**src/rtl/item_catcher.sv**
```systemverilog
// item_catcher: decides once per falling item whether it lands on the stack
// (catch) or beside the platform (miss). It keeps the tower contents, the
// saturating score and the miss count, and latches game over after MAX_MISS misses.
module item_catcher #(
    parameter int ITEM_H   = 20,
    parameter int BASE_Y   = 400,
    parameter int CATCH_W  = 24,
    parameter int DEPTH    = 8,
    parameter int MAX_MISS = 3
) (
    input  logic               fall_clk,
    input  logic               rst,
    input  logic               pause,
    input  logic [9:0]         item_x,
    input  logic [9:0]         item_y,
    input  logic [1:0]         item_color,
    input  logic [9:0]         player_x,
    output logic               collision,
    output logic               miss,
    output logic [3:0]         height,
    output logic [2*DEPTH-1:0] stack_colors,
    output logic [7:0]         score,
    output logic               game_over
);

    localparam int IDX_W  = (DEPTH > 1) ? $clog2(DEPTH) : 1;
    localparam int MISS_W = $clog2(MAX_MISS + 1);

    localparam logic [10:0]       ITEM_H_W   = 11'(ITEM_H);
    localparam logic [10:0]       BASE_Y_W   = 11'(BASE_Y);
    localparam logic [10:0]       CATCH_W_W  = 11'(CATCH_W);
    localparam logic [3:0]        LAST_LAYER = 4'(DEPTH - 1);
    localparam logic [MISS_W-1:0] MISS_LIMIT = MISS_W'(MAX_MISS);

    typedef enum logic [1:0] {
        ST_TRACK,
        ST_LOCKOUT,
        ST_OVER
    } state_t;

    state_t                 state_q, state_d;
    logic [DEPTH-1:0][1:0]  layers_q, layers_d;
    logic [3:0]             height_q, height_d;
    logic [7:0]             score_q, score_d;
    logic [MISS_W-1:0]      miss_cnt_q, miss_cnt_d;
    logic [9:0]             prev_y_q, prev_y_d;
    logic                   collision_q, collision_d;
    logic                   miss_q, miss_d;

    logic [10:0]            top;
    logic [10:0]            bottom;
    logic [10:0]            ext_item_x;
    logic [10:0]            ext_player_x;
    logic [10:0]            dx;
    logic [IDX_W-1:0]       wr_idx;
    logic [IDX_W-1:0]       below_idx;
    logic                   reached;
    logic                   aligned;
    logic                   bonus;
    logic                   tower_done;
    logic [8:0]             score_inc;
    logic [8:0]             score_sum;
    logic [MISS_W-1:0]      miss_next;

    // Geometry of the item against the stack top, and the would-be score gain of a catch.
    always_comb begin
        ext_item_x   = {1'b0, item_x};
        ext_player_x = {1'b0, player_x};
        top          = BASE_Y_W - ({7'd0, height_q} * ITEM_H_W);
        bottom       = {1'b0, item_y} + ITEM_H_W;
        dx           = (ext_item_x >= ext_player_x) ? (ext_item_x - ext_player_x)
                                                    : (ext_player_x - ext_item_x);
        reached      = (bottom >= top);
        aligned      = (dx <= CATCH_W_W);
        wr_idx       = height_q[IDX_W-1:0];
        below_idx    = wr_idx - IDX_W'(1);
        bonus        = (height_q != 4'd0) && (item_color == layers_q[below_idx]);
        tower_done   = (height_q == LAST_LAYER);
        score_inc    = 9'd1 + {8'd0, bonus} + (tower_done ? 9'd10 : 9'd0);
        score_sum    = {1'b0, score_q} + score_inc;
        miss_next    = miss_cnt_q + MISS_W'(1);
    end

    // Next-state logic: one decision per item, lockout until a respawn, pause freezes everything.
    always_comb begin
        state_d     = state_q;
        layers_d    = layers_q;
        height_d    = height_q;
        score_d     = score_q;
        miss_cnt_d  = miss_cnt_q;
        prev_y_d    = prev_y_q;
        collision_d = 1'b0;
        miss_d      = 1'b0;

        if (!pause && (state_q != ST_OVER)) begin
            prev_y_d = item_y;
            case (state_q)
                ST_TRACK: begin
                    if (reached) begin
                        if (aligned) begin
                            collision_d = 1'b1;
                            state_d     = ST_LOCKOUT;
                            score_d     = score_sum[8] ? 8'hFF : score_sum[7:0];
                            if (tower_done) begin
                                layers_d = '0;
                                height_d = 4'd0;
                            end else begin
                                layers_d[wr_idx] = item_color;
                                height_d         = height_q + 4'd1;
                            end
                        end else begin
                            miss_d     = 1'b1;
                            miss_cnt_d = miss_next;
                            if (miss_next == MISS_LIMIT) begin
                                state_d = ST_OVER;
                            end else begin
                                state_d = ST_LOCKOUT;
                            end
                        end
                    end
                end
                ST_LOCKOUT: begin
                    if (item_y < prev_y_q) begin
                        state_d = ST_TRACK;
                    end
                end
                default: begin
                    state_d = state_q;
                end
            endcase
        end
    end

    // State and datapath registers with asynchronous reset.
    always_ff @(posedge fall_clk or posedge rst) begin
        if (rst) begin
            state_q     <= ST_TRACK;
            layers_q    <= '0;
            height_q    <= 4'd0;
            score_q     <= 8'd0;
            miss_cnt_q  <= '0;
            prev_y_q    <= 10'd0;
            collision_q <= 1'b0;
            miss_q      <= 1'b0;
        end else begin
            state_q     <= state_d;
            layers_q    <= layers_d;
            height_q    <= height_d;
            score_q     <= score_d;
            miss_cnt_q  <= miss_cnt_d;
            prev_y_q    <= prev_y_d;
            collision_q <= collision_d;
            miss_q      <= miss_d;
        end
    end

    assign collision    = collision_q;
    assign miss         = miss_q;
    assign height       = height_q;
    assign stack_colors = layers_q;
    assign score        = score_q;
    assign game_over    = (state_q == ST_OVER);

endmodule

```
**config.mk**
```make
export PLATFORM = sky130hd
export DESIGN_NAME = item_catcher
export DESIGN_NICKNAME = d
export VERILOG_FILES = /design/src/rtl/item_catcher.sv
export SDC_FILE = /design/constraint.sdc
export NUM_CORES = 1
export LEC_CHECK = 0
export BUFFER_PORTS_ARGS = -buffer_cell sky130_fd_sc_hd__buf_2
export CAP_MARGIN = 20
export CORE_AREA = 10 10 132 86
export CTS_CLUSTER_DIAMETER = 200
export DETAILED_ROUTE_END_ITERATION = 16
export DIE_AREA = 0 0 142 96
export PLACE_DENSITY = 0.67
export SLEW_MARGIN = 30
export SYNTH_ARGS = -nofsm -noshare
export SYNTH_HDL_FRONTEND = slang
export SYNTH_SLANG_ARGS = --single-unit
```
**constraint.sdc**
```tcl
create_clock -name fall_clk -period 3.7 [get_ports fall_clk]
set_input_delay 0.555 -clock fall_clk [delete_from_list [all_inputs] [get_ports fall_clk]]
set_output_delay 0.555 -clock fall_clk [all_outputs]
set_load 0.01 [all_outputs]
```
==> flow_summary.toml, run 1 <==
[logic_synthesis]
synth_edf_count = 0
yosysSeqAreaShare_pct = 28.09
syn_avg_cell_area_um2 = 8.653
yosys_warnings = 0
synth.net_count = 539
ys_types = 57
synth_top_area_cell = "dfrtp_1"
yosys.area.top_type_share_pct = 28.09
syn_inst = 453
synth_area_leaders = "dfrtp_1, ha_1, inv_1, nand2_1, o21ai_0"
synth_seq_cells = 44
ys.flop_type = "dfrtp_1"
syn_area_mm2 = 0.003920
async_flop_share_pct = 100.0

[worst_setup_path]
reg2reg_setup_slack_ps = -110
end_kind = "flip-flop"
cpMaxStageDelayCell = "fa_1"
start_kind = "flip-flop"
crit_type = "reg -> reg"
rr_endpoint = "score[5]"
cp-endpoint = "score[5]"
required_ps = 3880
r2r_cells = 20
worstSetupStartpoint = "height[1]"
critPathArrivalTime_ps = 3990
critPathMaxFanout = 5
worst-path-stages = 20
r2r-start = "height[1]"
cp_num_buf_inv = 4
critical_path.top_delay_family = "adder cells"
cpPeakStageDelay_ps = 490
worstPathCellList = "ha_4 -> ha_4 -> inv_2 -> fa_1 -> nand2b_1 -> o21ai_1 -> xor2_1 -> nand2_1 -> o31ai_2 -> ha_1 -> o21a_1 -> o21a_1 -> o31ai_2 -> a21oi_2 -> inv_2 -> a2111oi_4 -> buf_6 -> buf_6 -> nand3_1 -> mux2_4"

[clock_network]
clk_latency_ps = 290
cts_tree = "built"
clkSinkCount = 44
htreeDepth = 2
cts_buffers = 5
ctsLongestPathBuffers = 2
cts_root_buf = "clkbuf_16"
clkTransAtPathRegs_ps = 70
holdBufCountCts = 0

[power]
peakVddDrop_mv = 0.2224
p_per_area_mw_per_mm2 = 491.7
p_leak_nw = 2.404

[detailed_routing]
first_pass_iters = 5
final_antenna_net_count = 0
wirelength_um = 11170
wire_per_inst_um = 16.90
drc = 0
drt_iter0_drc = 296
avgViaCountPerCell = 5.554
num_vias = 3671

[finish]
nNetsFinal = 630
synthToLayoutAreaGrowth_pct = 23.33
diodes = 0
drive_gt1_share_pct = 26.06

[placed_design]
gp_congestion = 0.8958
dp_worst_setup_slack_ps = -80.69
port_buffers = 65
dpl.hpwl_um = 8283

[timing]
hold_violations = 0
worst_pin_slew_ps = 582.7
skew_ps = 5.727
hold_ws_ps = 397.2
grt_setup_unrepaired = "true"
min_period_over_period_pct = 102.9
final.setup.worst_slack_ps = -108.9
setup_viol = 11
period_minus_slack_ps = 3809
fmax_mhz = 262.5
drv_slew = 0
relSlewSlack_pct = 61.16

[outcome]
violations = "negative setup slack"
status = "finished, violations left"

[global_route]
grt_overflow = 0
grt_pass1_wl_um = 17250
grt_pass1_vias = 3483
grt_use_total_pct = 15.35
antenna_found_initial = 0
grt_max_degree = 45

[floorplanning]
start_util_pct = 43.95
die_y_um = 96
io_pins = 66
die_x_um = 142
dieArea_mm2 = 0.01363
rows = 27
core-area_mm2 = 0.008919

[hold_path]
hold_class = "in -> async"

[flow_run]
cap_violations = 0
[layout by cell type, fill, tap and decap left out, drive strengths merged, types with 3 or more instances in the layout]
master,count
a211oi,8
a21boi,8
a21o,8
a21oi,19
a31o,6
a31oi,6
and3,4
buf,98
clkbuf,7
dfrtp,44
ha,49
inv,52
mux2,3
mux4,4
nand2,45
nand2b,9
nand3,15
nor2,24
nor2b,6
nor3,5
nor4,4
o2111ai,3
o211ai,4
o21a,7
o21ai,33
o2bb2ai,11
o31ai,3
xnor2,17
xor2,9
[synthesized netlist by cell type, drive strengths merged, types with 4 or more instances]
master / number
inv: 53
ha: 49
nand2: 45
dfrtp: 44
o21ai: 33
nor2: 24
a21oi: 19
xnor2: 17
nand3: 15
o2bb2ai: 11
buf: 9
nand2b: 9
xor2: 9
a211oi: 8
a21boi: 8
a21o: 8
o21a: 7
a31o: 6
a31oi: 6
clkbuf: 6
nor2b: 6
nor3: 5
and3: 4
mux4: 4
nor4: 4
o211ai: 4
[worst min-delay path, cell delays in order]
cell and delay [ps]:
buf_2 100, clkinv_1 30, buf_4 470
[through the flow]
stage               utilization [%]  instance area [µm²]  setup TNS (ps)  cells  power (mW)
floorplan                         -                 3950           -1030    453       1.494
global placement              50.46                 4501               0    639       1.844
detailed placement            50.46                 4501          -320.6    639       1.877
CTS                           52.40                 4673               0    650       2.336
global route                  54.21                 4835           -5101    661       2.574
finish                        54.21                 4835          -531.0    661       2.377
[metal layers]
metal | GRT usage (%) | part of all wire [%]
met5 | 0 | 0
met2 | 21.63 | 41
met3 | 4.427 | 8.1
met1 | 22.48 | 50
met4 | 3.305 | 0.91
[report_power, final]
group / internal [mW] / switching, mW
combinational: 0.551 / 0.731
clock: 0.250 / 0.197
sequential: 0.584 / 0.0649
total: 1.38 / 0.993
[cells by family (layout without fill, tap and decap cells)]
kind of cell	Yosys count	after routing	synth area share, %
DFF	44	44	28.09
AOI/OAI and AO/OA	130	130	23.43
xor gates and xnor gates	26	26	5.809
adders and majority gates	51	51	16.66
and+or+nand+nor	125	125	15.48
buffers and inverters	68	160	6.862
muxes	9	9	3.671
[flip-flops by register name (all words and copies together) (netlist names)]
register / count
collision: 1
height: 4
prev_y_q: 10
score: 8
miss: 1
stack_colors: 16
state_q: 2
miss_cnt_q: 2
[what timing repair did]
| item | 4_1_cts | 5_1_grt |
|---|---|---|
| setup buffers | 2 | 9 |
| gates resized for setup | 3 | 22 |
| cloned | 1 | 3 |
| pin swaps | 4 | 1 |
| setup endpoints to repair | 12 | 26 |
[layout make-up]
type / count / area, µm²
Multi-Input combinational cell: 341 / 2633
Sequential cell: 44 / 1102
Clock buffer: 6 / 128.9
Tap cell: 116 / 145.1
Clock inverter: 2 / 12.51
Inverter: 53 / 198.9
Timing Repair Buffer: 99 / 614.3
Fill cell: 831 / 4084
[worst min path at each step]
stage | start | endpoint | slack (ps)
floorplan | miss_cnt_q[0] | miss_cnt_q[0] | 450
global placement | miss_cnt_q[0] | miss_cnt_q[0] | 460
detailed placement | miss_cnt_q[0] | miss_cnt_q[0] | 480
CTS | rst | score[3] | 430
global route | rst | score[7] | 460
finish | rst | score[2] | 400
No activity file was read; power rests on OpenSTA's default activity.
==> run 2, diff against run 1 <==
--- a/config.mk
+++ b/config.mk
@@ -11,6 +11,7 @@
 export CTS_CLUSTER_DIAMETER = 200
 export DETAILED_ROUTE_END_ITERATION = 16
 export DIE_AREA = 0 0 142 96
+export MAX_ROUTING_LAYER = met4
 export PLACE_DENSITY = 0.67
 export SLEW_MARGIN = 30
 export SYNTH_ARGS = -nofsm -noshare
==> run 2 against run 1 <==
Against the previous run: the flow still finishes with violations (negative setup slack); non-clock buffer count is the same; fmax rose by 0.11%; largest cell class unchanged; sequential share of layout area unchanged; register-to-register slack hardly changed; clock power is essentially flat; wire length down 0.64%; critical endpoint unchanged; highest routed layer unchanged; combinational power is essentially flat.
==> flow_summary.toml, run 2 (synthesis gave the netlist of run 1 again) <==
[placed_design]
port_buffers = 65
dpl.hpwl_um = 8283
dp_worst_setup_slack_ps = -80.69
gp_congestion = 0.9109
placed_area_mm2 = 0.004501
placed_cells = 639

[flow_run]
cap_violations = 0

[timing]
final.setup.worst_slack_ps = -104.7
drv_slew = 0
setup_viol = 9
hold_ws_ps = 397.2
min_period_over_period_pct = 102.8
hold_violations = 0
period_minus_slack_ps = 3805
fmax_mhz = 262.8
grt_setup_unrepaired = "true"
relSlewSlack_pct = 61.68
finalSetupTns_ps = -516.0
worst_pin_slew_ps = 574.8
skew_ps = 5.184

[detailed_routing]
final_antenna_net_count = 0
avgViaCountPerCell = 5.536
wirelength_um = 11100
wire_per_inst_um = 16.79
num_vias = 3659
first_pass_iters = 5
drc = 0
drt_iter0_drc = 328

[clock_network]
cts_buffers = 5
clk_latency_ps = 290
clkSinkCount = 44
clkTransAtPathRegs_ps = 70
holdBufCountCts = 0
cts_root_buf = "clkbuf_16"
ctsLongestPathBuffers = 2
cts_tree = "built"
htreeDepth = 2

[finish]
nNetsFinal = 630
instances_no_fill = 661
largest_reg_flops = 16
drive_gt1_share_pct = 26.06
mostFrequentLayoutCells = "buf_2, inv_1, ha_1"
final_area_mm2 = 0.004835
post-route-util_pct = 54.21
fillers = 831
synthToLayoutAreaGrowth_pct = 23.33
layout_commonest_cell = "buf_2"
diodes = 0

[worst_setup_path]
worst-path-stages = 20
crit_type = "reg -> reg"
worstPathCellList = "ha_4 -> ha_4 -> inv_2 -> fa_1 -> nand2b_1 -> o21ai_1 -> xor2_1 -> nand2_1 -> o31ai_2 -> ha_1 -> o21a_1 -> o21a_1 -> o31ai_2 -> a21oi_2 -> inv_2 -> a2111oi_4 -> buf_6 -> buf_6 -> nand3_1 -> mux2_4"
critPathMaxFanout = 5
start_kind = "flip-flop"
cp_num_buf_inv = 4
end_kind = "flip-flop"
reg2reg_setup_slack_ps = -100
rr_endpoint = "score[5]"
critical_path.top_delay_family = "adder cells"
r2r-start = "height[1]"
required_ps = 3880
r2r_cells = 20
cpPeakStageDelay_ps = 490
cpMaxStageDelayCell = "fa_1"
critPathArrivalTime_ps = 3980

[floorplanning]
die_x_um = 142
start_util_pct = 43.95
io_pins = 66
rows = 27
die_y_um = 96
dieArea_mm2 = 0.01363
core-area_mm2 = 0.008919

[power]
p_per_area_mw_per_mm2 = 490.6
p_leak_nw = 2.404
peakVddDrop_mv = 0.2215
power_mw = 2.372

[hold_path]
hold_class = "in -> async"

[outcome]
violations = "negative setup slack"
status = "finished, violations left"

[global_route]
grt_pass1_vias = 3478
antenna_found_initial = 0
grt_overflow = 0
grt_use_total_pct = 15.87
grt_pass1_wl_um = 17260
grt_max_degree = 45
## run 2: worst max-delay path by stage
| stage | startpoint | endpoint | slack, ps |
|---|---|---|---|
| final | height[1] | score[5] | -100 |
| after floorplan | height[1] | stack_colors[13] | -100 |
| after detailed placement | height[1] | score[5] | -80 |
| after global routing | height[3] | score[5] | -290 |
| after global placement | height[1] | score[7] | 20 |
| after CTS | height[1] | score[2] | 20 |
## run 2: what timing repair did
action / 4_1_cts / 5_1_grt
gates cloned: 1 / 3
resized for setup: 3 / 22
buffers inserted: 2 / 9
endpoints found under the setup margin: 12 / 26
pin swaps: 4 / 1
## run 2: layer usage
layer  vias up  share of wire, %  GRT usage (%)
met5         -                 0              -
met4         0               1.0          3.305
met3        16               7.3          3.246
met2       139                40          21.63
met1      1713                51          23.30
li1       1791                 -              -
## run 2: tightest hold or removal path: stages
cell	delay, ps
buf_2	100
clkinv_1	30
buf_4	470
## run 2: where the power goes
group	switching, mW	internal [mW]	leakage (nW)
clock network	0.196	0.250	0.0669
logic	0.727	0.551	1.76
registers	0.0644	0.584	0.577
## run 2: area by class of cell
cell class                 count  area, µm²  share of cell area [%]
clock buffer                   6      128.9                   2.666
clock inverter                 2      12.51                  0.2588
inverter                      53      198.9                   4.115
multi-input combinational    341       2633                   54.45
timing repair buffer          99      614.3                   12.71
tap                          116      145.1                   3.002
sequential                    44       1102                   22.80
==> run 3, diff against run 2 <==
--- a/config.mk
+++ b/config.mk
@@ -13,6 +13,7 @@
 export DIE_AREA = 0 0 142 96
 export MAX_ROUTING_LAYER = met4
 export PLACE_DENSITY = 0.67
+export RECOVER_POWER = 50
 export SLEW_MARGIN = 30
 export SYNTH_ARGS = -nofsm -noshare
 export SYNTH_HDL_FRONTEND = slang
==> run 3 against run 2 <==
Against the previous run: the run ends with max-capacitance violations, max-slew violations, negative setup slack left; count of clock-buffer cells in the layout unchanged; wire length grew 0.31%; register-to-register slack about the same; clock power about the same; combinational power is essentially flat; sequential share of layout area about the same; non-clock buffer count stayed put; hold slack better by 94 ps; critical path type unchanged; largest cell class unchanged; highest routed layer unchanged.
==> flow_summary.toml, run 3 (synthesis gave the netlist of run 1 again) <==
[timing]
setup_viol = 9
drv_slew = 45
final.setup.worst_slack_ps = -107.6
fmax_mhz = 262.6
period_minus_slack_ps = 3808
grt_setup_unrepaired = "true"
relSlewSlack_pct = -61.38
worst_pin_slew_ps = 2421
skew_ps = 5.113
hold_violations = 0
min_period_over_period_pct = 102.9

[detailed_routing]
wl_met3_um = 714
wl_met2_um = 4480
first_pass_iters = 5
drc = 0
wire_per_inst_um = 16.84
highest_layer = "met4"
wirelength_um = 11130
num_vias = 3657
drt_iter0_drc = 342
final_antenna_net_count = 0
wl_met1_um = 5825
avgViaCountPerCell = 5.533

[worst_setup_path]
crit_type = "reg -> reg"
end_kind = "flip-flop"
start_kind = "flip-flop"
worstSetupStartpoint = "height[1]"
reg2reg_setup_slack_ps = -110
critPathMaxFanout = 5
required_ps = 3880
critPathArrivalTime_ps = 3990
r2r-start = "height[1]"

[placed_design]
gp_congestion = 0.9109
port_buffers = 65
placed_area_mm2 = 0.004501
dp_worst_setup_slack_ps = -80.69
dpl.hpwl_um = 8283

[hold_path]
hold_class = "reg -> reg"
hp-start = "miss_cnt_q[0]"

[power]
p_per_area_mw_per_mm2 = 491.3
peakVddDrop_mv = 0.2217
seqPwrFrac_pct = 27.4
pwr-share-comb_pct = 53.8
p_leak_nw = 2.397
p_clk_share_pct = 18.8
swShare_pct = 41.76
p_sw_mw = 0.9904
power_mw = 2.372
p_int_mw = 1.381

[outcome]
violations = "max-capacitance violations, max-slew violations, negative setup slack"
status = "finished, violations left"

[finish]
diodes = 0
drive_gt1_share_pct = 25.69
mostFrequentLayoutCells = "buf_2, inv_1, ha_1"
layout_commonest_cell = "buf_2"
nNetsFinal = 630
largest_reg_flops = 16
synthToLayoutAreaGrowth_pct = 23.14
post-route-util_pct = 54.12
final_area_mm2 = 0.004827

[floorplanning]
core-area_mm2 = 0.008919
die_y_um = 96
die_x_um = 142
dieArea_mm2 = 0.01363
rows = 27
start_util_pct = 43.95
io_pins = 66

[clock_network]
clk_latency_ps = 290
holdBufCountCts = 0
clkTransAtPathRegs_ps = 70
cts_root_buf = "clkbuf_16"
htreeDepth = 2
cts_tree = "built"
clkSinkCount = 44
cts_buffers = 5
ctsLongestPathBuffers = 2

[global_route]
grt_pass1_vias = 3478
grt_overflow = 0
grt_pass1_wl_um = 17260
antenna_found_initial = 0
grt_use_total_pct = 15.87
grt_max_degree = 45

[flow_run]
cap_violations = 1
==> run 3: cell types whose count changed in the layout (fill, tap and decap cells not counted) <==
cell / before / now
clkbuf_1: 1 / 3
buf_4: 28 / 26
==> run 3: final timing paths <==
kind | endpoint | cells past startpoint
max in group asynchronous | height[1] | 3
hold reg to reg | miss_cnt_q[0] | 1
min in group asynchronous | score[2] | 3
setup reg to reg | score[5] | 20
setup / recovery | score[5] | 20
hold / removal | miss_cnt_q[0] | 1
==> run 3: power groups by stage <==
stage                     combinational [mW]  clock [mW]  sequential, mW
final                                   1.28       0.446           0.649
after global routing                    1.44       0.475           0.659
after CTS                               1.24       0.453           0.645
after detailed placement                1.22           0           0.653
after global placement                  1.19           0           0.650
after floorplan                        0.824           0           0.670
==> run 3: through the flow <==
stage                     TNS [ps]  hold slack (ps)  instances
after detailed placement    -320.6            479.3        639
after CTS                        0            426.0        650
after global placement           0            463.7        639
after floorplan              -1030            446.5        453
after global routing         -5071            501.4        661
final                       -534.2            491.6        661
==> run 3: critical path, cell delays in order (launching register included) <==
cell and delay, ps:
dfrtp_2 430, ha_4 280, ha_4 130, inv_2 30, fa_1 490, nand2b_1 90, o21ai_1 160, xor2_1 80
nand2_1 90, o31ai_2 70, ha_1 290, o21a_1 130, o21a_1 130, o31ai_2 70, a21oi_2 160, inv_2 70
a2111oi_4 280, buf_6 170, buf_6 120, nand3_1 110, mux2_4 320
==> run 3: timing repair <==
action | 4_1_cts | 5_1_grt
endpoints found under the setup margin | 12 | 26
pin swaps | 4 | 1
resized for setup | 3 | 22
setup buffers | 2 | 9
cloned | 1 | 3
==> run 3: area by class of cell <==
| type | instances | area (µm²) |
|---|---|---|
| repair buffers | 99 | 606.8 |
| inverters | 53 | 198.9 |
| multi-input cells | 341 | 2633 |
| clock buffers | 6 | 128.9 |
| fillers | 830 | 4091 |
| clock inverters | 2 | 12.51 |
| flip-flops and latches | 44 | 1102 |
| well taps | 116 | 145.1 |
==> run 3: metal layers <==
metal | vias to the layer above | global-route usage [%]
met5 | - | -
met4 | 0 | 3.305
met1 | 1719 | 23.30
met2 | 127 | 21.63
li1 | 1795 | -
met3 | 16 | 3.246
